File: config.mk
export PLATFORM = sky130hd
export DESIGN_NAME = id_ex_register
export DESIGN_NICKNAME = d
export VERILOG_FILES = /design/src/rtl/id_ex_register.sv
export SDC_FILE = /design/constraint.sdc
export NUM_CORES = 1
export LEC_CHECK = 0
export ABC_AREA = 1
export CAP_MARGIN = 10
export CORE_UTILIZATION = 37
export CTS_CLUSTER_SIZE = 16
export DETAILED_ROUTE_END_ITERATION = 10
export GPL_TIMING_DRIVEN = 0
export PLACE_DENSITY = 0.81
export SYNTH_ARGS = -nofsm -noshare
export SYNTH_HDL_FRONTEND = slang
export SYNTH_SLANG_ARGS = --single-unit
File: constraint.sdc
create_clock -name clk -period 5.6 [get_ports clk]
set_input_delay 1.4 -clock clk [delete_from_list [all_inputs] [get_ports clk]]
set_output_delay 1.4 -clock clk [all_outputs]
set_load 0.01 [all_outputs]
File: src/rtl/id_ex_register.sv
// Decode-to-Execute pipeline register: holds on stall, injects bubbles on flush
// or invalid input, and keeps a saturating count of injected bubbles.
module id_ex_register #(
  parameter logic [2:0] NOP_S2 = 3'b101,
  parameter int         CNT_W  = 16
) (
  input  logic             clk,
  input  logic             reset,
  input  logic             stall,
  input  logic             flush,
  input  logic             id_valid,
  input  logic [31:0]      id_instr,
  input  logic [31:0]      id_PC,
  input  logic [31:0]      id_PA,
  input  logic [31:0]      id_PB,
  input  logic [2:0]       id_S2,
  input  logic [3:0]       id_alu_op,
  input  logic [4:0]       id_rd,
  input  logic             id_rf_we,
  input  logic             id_mem_rd,
  input  logic             id_mem_we,
  output logic             ex_valid,
  output logic [31:0]      ex_PA,
  output logic [31:0]      ex_PB,
  output logic [31:0]      ex_PC,
  output logic [11:0]      ex_imm12_I,
  output logic [11:0]      ex_imm12_S,
  output logic [19:0]      ex_imm20,
  output logic [2:0]       ex_S2,
  output logic [3:0]       ex_alu_op,
  output logic [4:0]       ex_rd,
  output logic             ex_rf_we,
  output logic             ex_mem_rd,
  output logic             ex_mem_we,
  output logic [CNT_W-1:0] bubble_count
);

  localparam logic [CNT_W-1:0] CNT_MAX = '1;
  localparam logic [CNT_W-1:0] CNT_ONE = {{(CNT_W-1){1'b0}}, 1'b1};

  // Stage control: flush beats stall; stall freezes everything including the
  // counter; an invalid Decode slot turns into a counted bubble.
  logic load_bubble;
  logic load_instr;

  assign load_bubble = flush | (~stall & ~id_valid);
  assign load_instr  = ~flush & ~stall & id_valid;

  always_ff @(posedge clk or posedge reset) begin
    if (reset) begin
      ex_valid     <= 1'b0;
      ex_PA        <= '0;
      ex_PB        <= '0;
      ex_PC        <= '0;
      ex_imm12_I   <= '0;
      ex_imm12_S   <= '0;
      ex_imm20     <= '0;
      ex_S2        <= NOP_S2;
      ex_alu_op    <= '0;
      ex_rd        <= '0;
      ex_rf_we     <= 1'b0;
      ex_mem_rd    <= 1'b0;
      ex_mem_we    <= 1'b0;
      bubble_count <= '0;
    end else if (load_bubble) begin
      ex_valid     <= 1'b0;
      ex_PA        <= '0;
      ex_PB        <= '0;
      ex_PC        <= '0;
      ex_imm12_I   <= '0;
      ex_imm12_S   <= '0;
      ex_imm20     <= '0;
      ex_S2        <= NOP_S2;
      ex_alu_op    <= '0;
      ex_rd        <= '0;
      ex_rf_we     <= 1'b0;
      ex_mem_rd    <= 1'b0;
      ex_mem_we    <= 1'b0;
      if (bubble_count != CNT_MAX) begin
        bubble_count <= bubble_count + CNT_ONE;
      end
    end else if (load_instr) begin
      // Immediates are raw slices; sign extension happens in the operand stage.
      ex_valid     <= 1'b1;
      ex_PA        <= id_PA;
      ex_PB        <= id_PB;
      ex_PC        <= id_PC;
      ex_imm12_I   <= id_instr[31:20];
      ex_imm12_S   <= {id_instr[31:25], id_instr[11:7]};
      ex_imm20     <= id_instr[31:12];
      ex_S2        <= id_S2;
      ex_alu_op    <= id_alu_op;
      ex_rd        <= id_rd;
      ex_rf_we     <= id_rf_we;
      ex_mem_rd    <= id_mem_rd;
      ex_mem_we    <= id_mem_we;
    end
  end

endmodule

# ---- Word level (Yosys, flattened, before mapping)
# Cells that the tools add are included.
dict set report totals {
  n_memories 0
  regBits 172
  input_bits 148
  rom_bits 0
  mem_bits_rw 0
  latchBits 0
  out_inout_bits 172
}
dict set report classes {
  order_cmp 0
  reduce_logical 2
  n_shift 0
  div 0
  bitwise_logic 7
  n_mux 26
  add_sub_neg 1
  eq_ne 1
  n_mul 0
}
# cell n
set op_table {}
lappend op_table {{32-bit two-way mux} 6}
lappend op_table {{12-bit two-way mux} 4}
lappend op_table {{20-bit two-way mux} 2}
lappend op_table {{16-bit by 1-bit adder with 16-bit output, second input constant} 1}
lappend op_table {{16-bit inequality test, second input constant} 1}
lappend op_table {{5-bit two-way mux} 2}
lappend op_table {{1-bit two-way mux} 8}
lappend op_table {{4-bit two-way mux} 2}
lappend op_table {{3-bit two-way mux} 2}
lappend op_table {{1-bit bitwise AND} 3}
lappend op_table {{1-bit inverter} 3}
lappend op_table {{2-bit AND reduction} 1}
lappend op_table {{2-bit nonzero test} 1}
lappend op_table {{1-bit OR} 1}

# ---- Longest topological paths before layout
# Gate-level depths: netlist (run 1).
dict set report logic_depth {
  depth_word 5
  mapped_depth 10
}

# ---- Worst setup path before layout (run 1)
# No wires, ideal clock.
dict set report synth_path {
  path_kind {input to register}
  from {in id_valid}
  to {reg bubble_count[11]}
  n_path_buf 1
  required_time_ns 5.483
  path_slack_ns 3.304
  stages 7
  setup_ns 0.117
  arrival_time_ns 2.179
  cell_sequence {buf_6 -> o21bai_1 -> nand2_1 -> nor2_4 -> nand3_1 -> nand2_1 -> nand2_1}
}
dict set report synth_via {
  elab_chain_len 4
}
# element line_no
set synth_rtl {}
lappend synth_rtl {{start: declaration} 11} ;# input logic id_valid,
lappend synth_rtl {{1-bit inverter} 46} ;# assign load_bubble = flush | (~stall & ~id_valid);
lappend synth_rtl {{1-bit bitwise AND} 46}
lappend synth_rtl {{1-bit OR} 46}
lappend synth_rtl {{2-bit AND reduction (no source line)} -}
lappend synth_rtl {{end signal: assignment} 80} ;# bubble_count <= bubble_count + CNT_ONE;
lappend synth_rtl {{end: declaration} 35} ;# output logic [CNT_W-1:0] bubble_count
# No other way between the ends.
# A chain may end at the register's enable or synchronous reset.

==> results.py, run 1 <==
metrics = {
    "min_path": {
        "hp-class": "flip-flop to flip-flop",
    },
    "floorplanning": {
        "rows": 49,
        "ioPinCount": 320,
        "die_x_um": 137,
        "die-area_um2": 18900,
        "initial_core_util_pct": 37.8,
        "core_um2": 18000,
        "die_h_um": 137,
    },
    "clocking": {
        "root_buffer": "clkbuf_16",
        "clk_latency_ns": 0.42,
        "htree_levels": 4,
        "cts_hold_buffers": 0,
        "cts_resized": 0,
        "cts.sinks": 153,
        "cts_buffer_depth": 2,
        "postCtsSetupBuffers": 0,
        "cts_buffers": 17,
        "clk_pin_slew_ns": 0.06,
        "cts_tree": "done",
    },
    "setup_path": {
        "worst_ep_required_time_ns": 4.20,
        "critPathMaxFanout": 4,
        "start_kind": "flip-flop",
        "path_class": "flip-flop to primary output",
        "arrival_ns": 1.52,
        "setup.worst_path.end_class": "primary output",
    },
    "grt": {
        "grt_max_degree": 82,
        "grt_pass1_wl_um": 33300,
        "antenna_found_initial": 2,
        "grt_pass1_vias": 6398,
        "grt.overflow.total": 0,
        "grt_usage_pct": 23.2,
    },
    "logic_synthesis": {
        "seq_area_frac_synth_pct": 56.5,
        "synthTopCellsByArea": "dfrtp_1 (56%), nand3_1 (20%), nand2_1 (11%)",
        "ys.flop_type": "dfrtp_1",
        "syn-mean-instance-area_um2": 8.71,
        "yosys.area.top_type": "dfrtp_1",
        "synthCells": 779,
        "syn_area_um2": 6790,
        "synth.top_cell.area_share_pct": 55.7,
        "synthArstFlopShare_pct": 100,
        "yosys_warnings": 0,
        "synth_nets": 928,
        "post-synth-top-count-cell": "nand3_1",
        "synth_edf_count": 0,
        "synth_commonest_cells": "nand3_1 (276), nand2_1 (204), dfrtp_1 (151)",
        "ys_seq_elements": 153,
        "synth.distinct_cells": 25,
    },
    "timing": {
        "setup_ws_ns": 2.68,
        "period_minus_slack_ns": 2.92,
        "rsz0062_at_grt": "false",
        "setup-tns-final_ns": 0,
        "relSlewSlack_pct": 49.4,
        "whs_ns": 0.478,
        "fmax_mhz": 342,
        "worst_pin_slew_ns": 0.759,
        "setup_viol": 0,
        "hold_viol": 0,
        "post-route-period-util_pct": 52.2,
        "skew_ns": 0.00791,
        "drv_slew": 0,
    },
    "job": {
        "drv_cap": 0,
    },
    "detailed_routing": {
        "drc": 0,
        "antenna_left": 0,
        "first_pass_iters": 5,
        "wl_per_cell_um": 16.3,
        "first_iter_violations": 440,
        "viasPerCell": 5.05,
        "finalWirelength_um": 22100,
        "vias": 6832,
    },
    "place": {
        "place_inst": 1321,
        "gp_congestion": 0.898,
        "io_buffers": 312,
        "postPlaceCellArea_um2": 10200,
        "place_ws_ns": 2.31,
        "dp_hpwl_um": 16300,
    },
    "pwr": {
        "power.total_mw": 2.93,
        "p_leak_nw": 5.19,
        "p_per_area_nw_per_um2": 271,
        "irDropWorstVdd_uv": 195,
    },
    "finish": {
        "fin_area_um2": 10800,
        "final_util_pct": 60.3,
        "final_cells": 1353,
        "nFillCells": 1586,
        "fin_nets": 1260,
        "ff_latch_area_um2": 3830,
        "drive_above_1_share_pct": 8.82,
        "syn2layout_area_growth_pct": 59.6,
        "multiInputGateArea_um2": 2420,
    },
    "outcome": {
        "status": "completed",
    },
}
==> layer usage <==
metal / global-route usage, % / up-vias / wire, um
met1: 26.9 / 3232 / 8400
met3: 7.69 / 40 / 2130
met2: 38.8 / 314 / 11000
li1: - / 3246 / -
met4: 10.7 / 0 / 570
met5: 0 / - / 0
==> final timing paths <==
kind | start | slack (ns) | cells past startpoint | end
min in group asynchronous | reset | 1.48 | 2 | ex_PC[17]
min | ex_S2[0] | 0.48 | 2 | ex_S2[0]
max | ex_imm12_I[11] | 2.68 | 2 | ex_imm12_S[11]
min reg2reg | ex_S2[0] | 0.48 | 2 | ex_S2[0]
max reg2reg | bubble_count[0] | 3.86 | 9 | bubble_count[7]
max in group asynchronous | reset | 3.30 | 3 | bubble_count[4]
==> critical path: stages (launching register included) <==
cell and delay (ns):
dfrtp_1 0.45, buf_4 0.14, clkdlybuf4s50_1 0.52
==> cell type report <==
| cell class | count | share of cell area (%) |
|---|---|---|
| Buffer | 80 | 4.32 |
| Multi-Input combinational cell | 527 | 22.3 |
| Sequential cell | 153 | 35.4 |
| Clock inverter | 10 | 1.33 |
| Timing Repair Buffer | 313 | 29.1 |
| Clock buffer | 20 | 4.22 |
| Inverter | 19 | 0.704 |
| Antenna cell | 2 | 0.0462 |
| Tap cell | 229 | 2.64 |
==> report_power, final <==
group / internal (mW) / leakage (nW) / switching (mW)
Combinational: 0.277 / 2.83 / 0.237
Clock: 0.723 / 0.285 / 0.465
Sequential: 1.17 / 2.07 / 0.0615
Total: 2.17 / 5.19 / 0.763
==> layout by cell type, fill, tap and decap left out, drive strengths merged <==
master,n
a21oi,2
buf,63
bufinv,3
clkbuf,38
clkdlybuf4s50,312
clkinv,2
clkinvlp,3
dfrtp,151
dfstp,2
diode,2
ha,1
inv,21
nand2,205
nand3,277
nand3b,1
nand4,7
nor2,22
nor3,1
o21ai,7
o21bai,1
xnor2,2
xor2,1
==> kinds of logic (layout without fill, tap and decap cells) <==
group                      count (synthesis)  after routing  share of synthesized area [%]
and+or+nand+nor                          513            513                           34.3
xor gates and xnor gates                   3              3                          0.387
AOI/OAI and AO/OA                         10             10                          0.774
adders and majority gates                  1              1                          0.184
DFF                                      153            153                           56.5
other                                      0              2                              0
buffers and inverters                     99            442                           7.95
==> registers in the layout, indices dropped and copies added, names as in the netlist <==
signal,count
ex_mem_rd,1
ex_PC,32
ex_rd,5
bubble_count,16
ex_imm12_S,5
ex_imm20,8
ex_alu_op,4
ex_imm12_I,12
ex_rf_we,1
ex_S2,3
ex_mem_we,1
ex_PA,32
ex_PB,32
ex_valid,1
(Power assumes the default switching activity.)
==> run 2, diff against run 1 <==
--- a/config.mk
+++ b/config.mk
@@ -7,11 +7,11 @@
 export LEC_CHECK = 0
 export ABC_AREA = 1
 export CAP_MARGIN = 10
-export CORE_UTILIZATION = 37
+export CORE_UTILIZATION = 41
 export CTS_CLUSTER_SIZE = 16
 export DETAILED_ROUTE_END_ITERATION = 10
 export GPL_TIMING_DRIVEN = 0
-export PLACE_DENSITY = 0.81
+export PLACE_DENSITY = 0.85
 export SYNTH_ARGS = -nofsm -noshare
 export SYNTH_HDL_FRONTEND = slang
 export SYNTH_SLANG_ARGS = --single-unit
==> constraint.sdc (replaced) <==
create_clock -name clk -period 2.7 [get_ports clk]
set_input_delay 0.675 -clock clk [delete_from_list [all_inputs] [get_ports clk]]
set_output_delay 0.675 -clock clk [all_outputs]
set_load 0.01 [all_outputs]
==> results.py, run 2 (synthesis results as in run 1) <==
metrics = {
    "setup_path": {
        "rr_startpoint": "bubble_count[0]",
        "critPathMaxFanout": 4,
        "slowest_stage": "clkdlybuf4s50_1",
        "worst_ep_required_time_ns": 2.03,
        "reg2reg_slack_ns": 0.99,
        "slowest_delay_ns": 0.52,
        "arrival_ns": 1.54,
        "path_cells": "buf_4, clkdlybuf4s50_1",
        "setup.worst_path.end_class": "primary output",
        "start_kind": "flip-flop",
        "path_class": "flip-flop to primary output",
        "rr_worst_depth": 9,
        "reg2reg_to": "bubble_count[2]",
    },
    "detailed_routing": {
        "first_pass_iters": 5,
        "viasPerCell": 5.12,
        "antenna_left": 0,
        "finalWirelength_um": 22300,
        "wl_per_cell_um": 16.6,
        "drc": 0,
        "first_iter_violations": 361,
        "vias": 6870,
    },
    "clocking": {
        "cts_buffer_depth": 2,
        "clk_latency_ns": 0.42,
        "postCtsSetupBuffers": 0,
        "cts_tree": "done",
        "htree_levels": 4,
        "cts.sinks": 153,
        "cts_hold_buffers": 0,
        "clk_pin_slew_ns": 0.06,
        "cts_resized": 0,
        "cts_buffers": 17,
        "root_buffer": "clkbuf_16",
    },
    "timing": {
        "relSlewSlack_pct": 43.7,
        "worst_pin_slew_ns": 0.843,
        "post-route-period-util_pct": 81.9,
        "setup_viol": 0,
        "skew_ns": 0.00854,
        "period_minus_slack_ns": 2.21,
        "hold_viol": 0,
        "fmax_mhz": 452,
        "drv_slew": 0,
        "rsz0062_at_grt": "false",
    },
    "finish": {
        "fin_nets": 1262,
        "final_common_cell": "clkdlybuf4s50_1",
        "drive_above_1_share_pct": 8.97,
        "final_cells": 1342,
        "nFillCells": 1278,
        "syn2layout_area_growth_pct": 59.9,
        "reg.largest.list": "ex_PA x32, ex_PB x32, ex_PC x32",
        "mostFrequentLayoutCells": "clkdlybuf4s50_1 (312), nand3_1 (276), nand2_1 (204)",
        "num_antenna_cells": 0,
    },
    "grt": {
        "grt_max_degree": 42,
        "antenna_found_initial": 0,
        "grt_pass1_wl_um": 33300,
        "grt_pass1_vias": 6467,
        "grt_usage_pct": 25.8,
        "grt.overflow.total": 0,
    },
    "outcome": {
        "status": "completed",
    },
    "pwr": {
        "p_leak_nw": 5.19,
        "combinationalPowerShare_pct": 17.5,
        "irDropWorstVdd_uv": 404,
        "pwr-share-seq_pct": 42.1,
        "power.total_mw": 6.08,
        "p_per_area_nw_per_um2": 560,
        "power.internal_mw": 4.51,
        "clkPwrFrac_pct": 40.4,
        "p_sw_mw": 1.57,
        "switching_share_pct": 25.8,
    },
    "min_path": {
        "min_to": "ex_S2[0]",
        "min_path_cells": 2,
        "hp-class": "flip-flop to flip-flop",
        "min-delay-start": "ex_S2[0]",
    },
    "place": {
        "place_inst": 1310,
        "io_buffers": 312,
        "gp_congestion": 0.807,
        "dp_hpwl_um": 16400,
    },
    "job": {
        "drv_cap": 0,
    },
    "floorplanning": {
        "die_h_um": 131,
        "rows": 46,
        "ioPinCount": 320,
        "initial_core_util_pct": 42.4,
        "die-area_um2": 17100,
        "die_x_um": 131,
        "core_um2": 16000,
    },
}
## run 2: layout make-up
class,count,area (um^2),area share [%]
timing repair buffer,315,3180,29.3
inverter,19,75.1,0.692
clock inverter,10,144,1.33
multi-input combinational,527,2420,22.3
clock buffer,22,464,4.28
buffer,80,468,4.31
sequential,153,3830,35.3
tap,216,270,2.49
## run 2: routing by layer
| layer | vias up | share of wire (%) | global-route usage (%) |
|---|---|---|---|
| met2 | 339 | 49 | 43.6 |
| li1 | 3255 | - | - |
| met5 | - | 0 | 0 |
| met3 | 54 | 10 | 9.20 |
| met4 | 0 | 4.3 | 13.7 |
| met1 | 3222 | 36 | 28.6 |
## run 2: how the worst max path moves through the flow
stage                            endpoint           start  depth (start not counted)  slack (ns)
after floorplan           bubble_count[0]           reset                          1         0.1
after global placement           ex_rd[4]           reset                          2       -1.25
after detailed placement         ex_rd[2]           stall                          7        0.24
after CTS                  ex_imm12_S[11]  ex_imm12_I[11]                          2        0.47
after global routing        ex_imm12_S[6]   ex_imm12_I[6]                          2        0.43
final                       ex_imm12_S[6]   ex_imm12_I[6]                          2        0.49
## run 2: power groups by stage
stage               clock network, mW  logic [mW]  registers, mW
detailed placement                  0        1.07           2.60
floorplan                           0       0.370           2.64
global route                     2.60        1.16           2.58
global placement                    0        1.04           2.59
finish                           2.46        1.06           2.56
CTS                              2.50        1.07           2.56
## run 2: critical path, delay by kind of cell, from the launching register on
kind | cells | cell delay (ns)
buffers and inverters | 2 | 0.67
flip-flops | 1 | 0.46
## run 2: through the flow
| stage | instance area, um^2 | setup TNS, ns | util, % | hold slack (ns) | worst slack, ns |
|---|---|---|---|---|---|
| 3_5_place_dp | 10200 | 0 | 64.0 | 0.465 | 0.242 |
| 6_report | 10900 | 0 | 67.8 | 0.472 | 0.489 |
| 4_1_cts | 10900 | 0 | 67.8 | 0.476 | 0.468 |
| 3_3_place_gp | 10200 | -187.77 | 63.6 | 0.457 | -1.25 |
| 5_1_grt | 10900 | 0 | 67.8 | 0.486 | 0.432 |
| 2_1_floorplan | 6790 | 0 | - | 0.473 | 0.0957 |
==> run 3, diff against run 2 <==
==> constraint.sdc (replaced) <==
create_clock -name clk -period 2.1 [get_ports clk]
set_input_delay 0.525 -clock clk [delete_from_list [all_inputs] [get_ports clk]]
set_output_delay 0.525 -clock clk [all_outputs]
set_load 0.01 [all_outputs]
==> results.py, run 3 (synthesis results as in run 1) <==
metrics = {
    "setup_path": {
        "slowest_delay_ns": 0.57,
        "rr_startpoint": "bubble_count[0]",
        "worst_ep_required_time_ns": 1.57,
        "arrival_ns": 1.51,
        "slowest_stage": "clkdlybuf4s50_1",
        "path_buf_inv": 1,
        "setup.worst_path.end_class": "primary output",
        "critPathMaxFanout": 2,
        "path_class": "flip-flop to primary output",
        "reg2reg_slack_ns": 0.39,
        "cp-endpoint": "ex_S2[2]",
        "crit_family": "buffers and inverters",
        "start_kind": "flip-flop",
        "rr_worst_depth": 9,
        "reg2reg_to": "bubble_count[2]",
        "cp.depth": 1,
        "crit_start": "ex_S2[2]",
        "path_cells": "clkdlybuf4s50_1",
    },
    "clocking": {
        "clk_latency_ns": 0.42,
        "cts_hold_buffers": 0,
        "cts.sinks": 153,
        "clk_pin_slew_ns": 0.06,
        "cts_buffers": 17,
        "cts_buffer_depth": 2,
        "htree_levels": 4,
        "root_buffer": "clkbuf_16",
        "cts_tree": "done",
    },
    "timing": {
        "whs_ns": 0.471,
        "relSlewSlack_pct": 43.9,
        "hold_viol": 0,
        "setup_ws_ns": 0.0621,
        "drv_slew": 0,
        "setup-tns-final_ns": 0,
        "fmax_mhz": 491,
        "post-route-period-util_pct": 97.0,
        "rsz0062_at_grt": "false",
        "period_minus_slack_ns": 2.04,
        "worst_pin_slew_ns": 0.840,
        "skew_ns": 0.00765,
        "setup_viol": 0,
    },
    "detailed_routing": {
        "first_pass_iters": 5,
        "antenna_left": 0,
        "drc": 0,
        "wl_per_cell_um": 16.6,
        "finalWirelength_um": 22300,
        "viasPerCell": 5.13,
        "first_iter_violations": 379,
        "vias": 6888,
    },
    "pwr": {
        "irDropWorstVdd_uv": 526,
        "p_leak_nw": 5.18,
        "p_per_area_nw_per_um2": 721,
    },
    "finish": {
        "final_util_pct": 67.8,
        "fin_area_um2": 10900,
        "reg.largest.list": "ex_PA x32, ex_PB x32, ex_PC x32",
        "syn2layout_area_growth_pct": 59.9,
        "fin_nets": 1262,
        "num_antenna_cells": 0,
        "final_common_cell": "clkdlybuf4s50_1",
        "mostFrequentLayoutCells": "clkdlybuf4s50_1 (312), nand3_1 (276), nand2_1 (204)",
        "drive_above_1_share_pct": 9.15,
    },
    "place": {
        "dp_hpwl_um": 16400,
        "gp_congestion": 0.807,
        "place_ws_ns": -0.208,
        "io_buffers": 312,
        "postPlaceCellArea_um2": 10200,
    },
    "floorplanning": {
        "die_x_um": 131,
        "core_um2": 16000,
        "die-area_um2": 17100,
        "die_h_um": 131,
        "initial_core_util_pct": 42.4,
        "rows": 46,
        "ioPinCount": 320,
    },
    "min_path": {
        "hp-class": "flip-flop to flip-flop",
        "min-delay-start": "ex_S2[0]",
        "min_path_cells": 2,
    },
    "grt": {
        "grt_usage_pct": 25.8,
        "grt.overflow.total": 0,
        "antenna_found_initial": 0,
        "grt_pass1_wl_um": 33300,
        "grt_max_degree": 42,
        "grt_pass1_vias": 6467,
    },
    "outcome": {
        "status": "completed",
    },
    "job": {
        "drv_cap": 0,
    },
}
[run 3: repair_timing]
item                       in CTS  in global routing
gates resized for setup         0                  2
setup buffers                   0                  0
setup endpoints to repair       0                  3
[run 3: layer usage]
metal  vias to the layer above  share of wire, %  global-route usage, %
li1                       3254                 -                      -
met1                      3241                36                   28.6
met2                       335                50                   43.6
met3                        58                10                   9.20
met4                         0               4.4                   13.7
met5                         -                 0                      0
[run 3: cell type report]
class / count / area [um^2]
sequential: 153 / 3830
multi-input combinational: 527 / 2420
inverter: 19 / 75.1
clock buffer: 22 / 464
tap: 216 / 270
buffer: 80 / 468
clock inverter: 10 / 144
timing repair buffer: 315 / 3180
fill: 1283 / 5150
[run 3: metrics by stage]
step / std cells / power (mW)
after floorplan: 779 / 3.87
after global placement: 1307 / 4.67
after detailed placement: 1310 / 4.71
after CTS: 1342 / 7.88
after global routing: 1342 / 8.14
final: 1342 / 7.82
[run 3: worst min-delay path by stage]
stage | end | slack, ns
3_5_place_dp | ex_S2[2] | 0.47
6_report | ex_S2[0] | 0.47
4_1_cts | ex_S2[2] | 0.48
2_1_floorplan | ex_S2[0] | 0.47
5_1_grt | ex_S2[2] | 0.49
3_3_place_gp | ex_S2[2] | 0.46
[run 3: power breakdown]
group	internal, mW	total [mW]	switching (mW)
Combinational	0.744	1.37	0.624
Clock	1.94	3.16	1.23
Sequential	3.12	3.29	0.167
Total	5.80	7.82	2.02
